$ cat src/rtl/register_file_pkg.sv
// rtl/register_file_pkg.sv - shared sizing constants for the register file
package register_file_pkg;
   localparam int DATA_WIDTH = 32;
   localparam int ADDR_WIDTH = 5;
   localparam int NUM_REGS   = 2**ADDR_WIDTH;
   localparam int ZERO_REG   = 0;
endpackage

$ cat src/rtl/register_file_rf_register.sv
// rtl/register_file_rf_register.sv - one storage word with load enable and synchronous clear
module rf_register #(
   parameter int WIDTH = 32
) (
   input  logic             clock,
   input  logic             reset,
   input  logic             load,
   input  logic [WIDTH-1:0] d,
   output logic [WIDTH-1:0] q
);

   // Clear wins over load so a reset edge always leaves the word at zero.
   always_ff @(posedge clock) begin
      if (reset) begin
         q <= '0;
      end else if (load) begin
         q <= d;
      end
   end

endmodule

$ cat src/rtl/register_file.sv
// rtl/register_file.sv - 1-write / 3-read register file, R0 hardwired to zero
module register_file #(
   parameter int DATA_WIDTH = register_file_pkg::DATA_WIDTH,
   parameter int ADDR_WIDTH = register_file_pkg::ADDR_WIDTH
) (
   input  logic                  clock,
   input  logic                  reset,
   input  logic                  enable,
   input  logic [ADDR_WIDTH-1:0] RW,
   input  logic [DATA_WIDTH-1:0] PW,
   input  logic [ADDR_WIDTH-1:0] RA,
   output logic [DATA_WIDTH-1:0] PA,
   input  logic [ADDR_WIDTH-1:0] RB,
   output logic [DATA_WIDTH-1:0] PB,
   input  logic [ADDR_WIDTH-1:0] RD,
   output logic [DATA_WIDTH-1:0] PD
);
   import register_file_pkg::*;

   localparam int DEPTH = 2**ADDR_WIDTH;

   logic [DATA_WIDTH-1:0] regs [DEPTH];

   // R0 has no storage; it is a constant entry in the read array.
   assign regs[ZERO_REG] = '0;

   for (genvar i = ZERO_REG + 1; i < DEPTH; i++) begin : g_reg
      logic load;

      assign load = enable && (RW == ADDR_WIDTH'(i));

      rf_register #(
         .WIDTH (DATA_WIDTH)
      ) u_reg (
         .clock (clock),
         .reset (reset),
         .load  (load),
         .d     (PW),
         .q     (regs[i])
      );
   end

   // Reads are pure muxes on stored state: no write-to-read bypass.
   assign PA = regs[RA];
   assign PB = regs[RB];
   assign PD = regs[RD];

endmodule

$ cat config.mk
export PLATFORM = sky130hd
export DESIGN_NAME = register_file
export DESIGN_NICKNAME = d
export VERILOG_FILES = /design/src/rtl/register_file_pkg.sv /design/src/rtl/register_file_rf_register.sv /design/src/rtl/register_file.sv
export SDC_FILE = /design/constraint.sdc
export NUM_CORES = 2
export LEC_CHECK = 0
export BUFFER_PORTS_ARGS = -buffer_cell sky130_fd_sc_hd__buf_2
export CORE_AREA = 4 4 395 397
export DETAILED_ROUTE_END_ITERATION = 6
export DIE_AREA = 0 0 399 401
export GPL_ROUTABILITY_DRIVEN = 0
export HOLD_SLACK_MARGIN = 0.08
export PLACE_DENSITY = 0.54
export SLEW_MARGIN = 20
export SYNTH_ARGS = -nofsm -noshare
export SYNTH_HDL_FRONTEND = slang
export SYNTH_HIERARCHICAL = 1
export SYNTH_SLANG_ARGS = --single-unit
$ cat constraint.sdc
create_clock -name clock -period 3.2 [get_ports clock]
set_input_delay 0.64 -clock clock [delete_from_list [all_inputs] [get_ports clock]]
set_output_delay 0.64 -clock clock [all_outputs]
set_load 0.005 [all_outputs]
# Word-level counts from Yosys, hierarchy flattened
# Index checks and enable logic that the tools add are counted.
# word_totals
memories,0
ramBits,0
word_cells,108
regBits,992
input_bits,55
mem_bits_ro,0
latchBits,0
# classes
n_mux,9
eq_ne,31
n_bitwise,3
mul,0
n_div,0
n_shift,0
n_lt_le_gt_ge,3
add_sub_neg,0
reduce_logical,31
# op_table
op,n
$bmux 32 s5,3
$mux 32,6
$eq 5x5->1 const B,16
$eq 5x4->1 const B,8
$logic_and 1x1->1,31
$eq 5x3->1 const B,4
$ge 6x6->1 const B,3
$not 5->6,3
$eq 5x2->1 const B,2
$eq 5x1->1 const B,1

# Longest topological paths before layout
# depth
depth_word,4
ltp_mapped,9
depth_no_buf,5

# Modules after synthesis
# The synthesis kept the hierarchy.
# by_module_without_submodules
module,cells_each,area_per_inst_um2,seq_area_each_um2,n_inst
rf_register,103,1163.6,640.6,31
register_file,2114,24474.7,0.0,1

# Worst setup path after synthesis
# OpenSTA, ideal clock, no wires.
# synth_path
kind,input to output
start,input port RB[0]
end,output port PB[10]
n_path_buf,3
t_required_ns,2.560
stages,7
setup_slack_ns,0.426
t_arrival_ns,2.134
path_cell_list,buf_2 -> buf_6 -> buf_2 -> mux4_2 -> a22o_1 -> o21ai_1 -> o31ai_1
# synth_between
elab_chain_cells,4
# synth_rtl
element,line_no,source
start: declaration,register_file.sv:13,"input logic [ADDR_WIDTH-1:0] RB,"
$not 5->6 (not written as such),register_file.sv:45,assign PB = regs[RB];
$bmux 32 s5,register_file.sv:45,
$mux 32 (not written as such) (2 in a row),register_file.sv:45,
end: declaration,register_file.sv:14,"output logic [DATA_WIDTH-1:0] PB,"
# No other way between the ends. The select of a mux whose other input is x is not followed.

# Worst setup path in the final report
# layout_path
start,input port RD[0]
end,output port PD[18]
# layout_between
elab_chain_cells,4
# layout_rtl
element,line_no,source
start: declaration,register_file.sv:15,"input logic [ADDR_WIDTH-1:0] RD,"
$not 5->6 (not written as such),register_file.sv:46,assign PD = regs[RD];
$bmux 32 s5,register_file.sv:46,
$mux 32 (not written as such) (2 in a row),register_file.sv:46,
end: declaration,register_file.sv:16,output logic [DATA_WIDTH-1:0] PD
# No other way between the ends. The select of a mux whose other input is x is not followed.

==> impl_metrics.tcl <==
set metrics [dict create \
    status "finished, violations left" \
    violations "setup timing" \
    root_buffer "clkbuf_16" \
    synth_compound_area_frac 0.0833 \
    dp.cells 7392 \
    setup_slack_ps -44.3 \
    dr.pass1.iters 6 \
    ys_top_cells_by_count "mux2i_1 (1280), nor2_1 (1027), dfxtp_1 (992), mux4_2 (576), a22o_1 (288)" \
    max_freq_mhz 308 \
    grt_usage 0.286 \
    cts_buffers 110 \
    critPathLaunchType "primary input" \
    coreArea_sq_mm 0.152 \
    worst_pin_slew_ps 1020 \
    critPathKind "in2out" \
    critPathRequiredTime_ps 2560 \
    netlist_top_cells_area "dfxtp_1 (33%), mux4_2 (21%), mux2i_1 (21%), nor2_1 (6.4%), a22o_1 (4.2%)" \
    crit_chain "buf_16 -> buf_12 -> buf_12 -> mux4_2 -> a22o_1 -> o21ai_1 -> o31ai_1 -> buf_2" \
    synth_area_sq_mm 0.0605 \
    rsz0062_at_grt "yes" \
    htreeDepth 3 \
    grt_pass1_vias 46100 \
    ys.flop_type "dfxtp_1" \
    slew_headroom 0.321 \
    drt-initial-drc-count 5396 \
    synth_cell_types 24 \
    synth_fa_ha_area_frac 0 \
    holdPathStages 2 \
    overflow 0 \
    ys_ff_latch 992 \
    synth_top_family_by_area "multiplexers" \
    cts_tree "built" \
    reg2reg_depth 2 \
    mappedNetlistNets 5362 \
    cp.arrival_ps 2600 \
    largestRegisters "g.u_reg/q (992)" \
    hold_violations 0 \
    drv_slew 0 \
    power_density_mw_per_mm2 416 \
    ant_nets 0 \
    grt_pass1_wl_um 338000 \
    avgSynthCellArea_sq_um 11.4 \
    syn_to_final_growth_pct 16.2 \
    ios 151 \
    yosysMostFrequentCell "mux2i_1" \
    skew_ps 0 \
    fin_cells 7648 \
    yosysWarnings 6 \
    start_util 0.399 \
    synthXorXnorAreaFrac 0 \
    fin_nets 5572 \
    synth_mux_area_frac 0.444 \
    synth_area_leader_cell "dfxtp_1" \
    p_total_mw 29.2 \
    clockBufferDepth 3 \
    critPathCaptureType "output pin" \
    critPathBufInv 4 \
    min_period_over_period 1.01 \
    layout-drive-gt1-share 0.287 \
    cts.clk_slew.worst_paths_ps 60 \
    synth_cells 5307 \
    die_w_um 399 \
    largest_reg_flops 992 \
    synth-edff-count 0 \
    worstSkewPairLatency_ps 720 \
    ys_seq_area_frac 0.328 \
    crit_family "compound AO/OA/AOI/OAI gates" \
    fin_util 0.463 \
    worstPathMaxFanout 9 \
    grt_max_degree 106 \
    timing.critical_path.mode_cell "buf_12" \
    wl_per_cell_um 31.0 \
    drc 0 \
    num_rows 143 \
    dp_hpwl_um 152000 \
    cpPeakStageDelay_ps 510 \
    worst-path-stages 8 \
    die_h_um 401 \
    slowest_stage "mux4_2" \
    vias 48100 \
    die_area_sq_mm 0.160 \
    vias_per_cell 6.29 \
    peakVddDrop_uv 387 \
    io_buffers 150 \
    hp-class "in2reg" \
    cts.sink_count 992 \
    finalCriticalPeriod_ps 3240 \
    setup-violations-final 3 \
    p_leak_nw 24.3 \
    synth_top_area_share 0.328 \
    async_flop_share 0 \
    synthSimpleGateAreaFrac 0.0766 \
    regMostFlops "g.u_reg/q" \
    antenna_found_initial 21 \
    routed_wl_um 237000 \
    max_cap_violations 0 \
]
cell families after synthesis:
family	after synthesis
DFF	992
muxes	1952
buffers and inverters	535
and+or+nand+nor	1156
AOI/OAI and AO/OA	672
placed cells by master, fill, tap and decap left out, types with 3 or more instances in the layout:
| master | count |
|---|---|
| o31ai_2 | 28 |
| clkbuf_8 | 27 |
| buf_6 | 17 |
| o21ai_2 | 30 |
| buf_8 | 3 |
| nor2b_1 | 3 |
| o21ai_1 | 65 |
| a211oi_2 | 4 |
| a22o_1 | 288 |
| o31ai_4 | 3 |
| buf_2 | 134 |
| clkbuf_16 | 121 |
| nand2b_2 | 3 |
| o31ai_1 | 65 |
| dfxtp_1 | 992 |
| bufinv_16 | 4 |
| nand2_1 | 4 |
| nor2_4 | 34 |
| clkinv_2 | 26 |
| nor2_1 | 993 |
| buf_12 | 157 |
| mux2_2 | 96 |
| nand2_2 | 3 |
| a211oi_1 | 92 |
| nor2b_4 | 9 |
| buf_16 | 20 |
| mux2i_1 | 1280 |
| and2_2 | 3 |
| buf_4 | 291 |
| clkbuf_1 | 20 |
| mux4_2 | 576 |
| clkinvlp_4 | 10 |
| nand3_1 | 4 |
| o22ai_1 | 96 |
| diode_2 | 7 |
| and2_1 | 96 |
through the flow:
stage / instance area [sq um] / setup WS (ps) / TNS, ps / hold slack, ps
3_3_place_gp: 65600 / -179 / -2310 / 503
4_1_cts: 69600 / -28.6 / -84.8 / 290
5_1_grt: 70300 / -45.0 / -194 / 334
3_5_place_dp: 65600 / -179 / -2220 / 520
6_report: 70300 / -44.3 / -100 / 326
2_1_floorplan: 60500 / 426 / 0 / 488
where the power goes:
| part | switching [mW] | total [mW] | internal, mW |
|---|---|---|---|
| registers | 0.0901 | 12.5 | 12.4 |
| clock network | 5.58 | 13.1 | 7.50 |
| logic | 2.24 | 3.63 | 1.39 |
| total | 7.91 | 29.2 | 21.3 |
area by class of cell:
class                   count  area, sq um
multi-input cells        3780        37200
inverters                   3         13.8
fillers                 13800        81600
well taps                2030         2540
repair buffers            630         7000
clock inverters            44          375
clock buffers             162         3320
diodes                      7         17.5
flip-flops and latches    992        19900
metal layers:
metal	wire [um]	global-route usage
met1	100000	0.400
met2	103000	0.426
met3	23500	0.0682
met4	10200	0.111
met5	129	0
worst register-to-register path, delay by kind of cell (launching register included):
kind / cells / cell delay (ps)
AND/OR/NAND/NOR: 1 / 150
multiplexers: 1 / 100
flip-flops: 1 / 390
path summary, 6_finish.rpt:
| path | start | endpoint | slack (ps) |
|---|---|---|---|
| hold reg to reg | g_reg[20].u_reg/q[20]$_SDFFE_PP0P_ | g_reg[20].u_reg/q[20]$_SDFFE_PP0P_ | 530 |
| hold / removal | reset | g_reg[30].u_reg/q[30]$_SDFFE_PP0P_ | 330 |
| setup reg to reg | g_reg[11].u_reg/q[15]$_SDFFE_PP0P_ | g_reg[11].u_reg/q[15]$_SDFFE_PP0P_ | 2500 |
| setup / recovery | RD[0] | PD[18] | -40 |
timing repair:
item | CTS | global route
setup buffers | 8 | 27
hold buffers | 0 | 0
setup endpoints to repair | 39 | 53
pin swaps | 1 | 4
gates cloned | 2 | 6
gates resized for setup | 46 | 67
No activity file was read; power rests on OpenSTA's default activity.
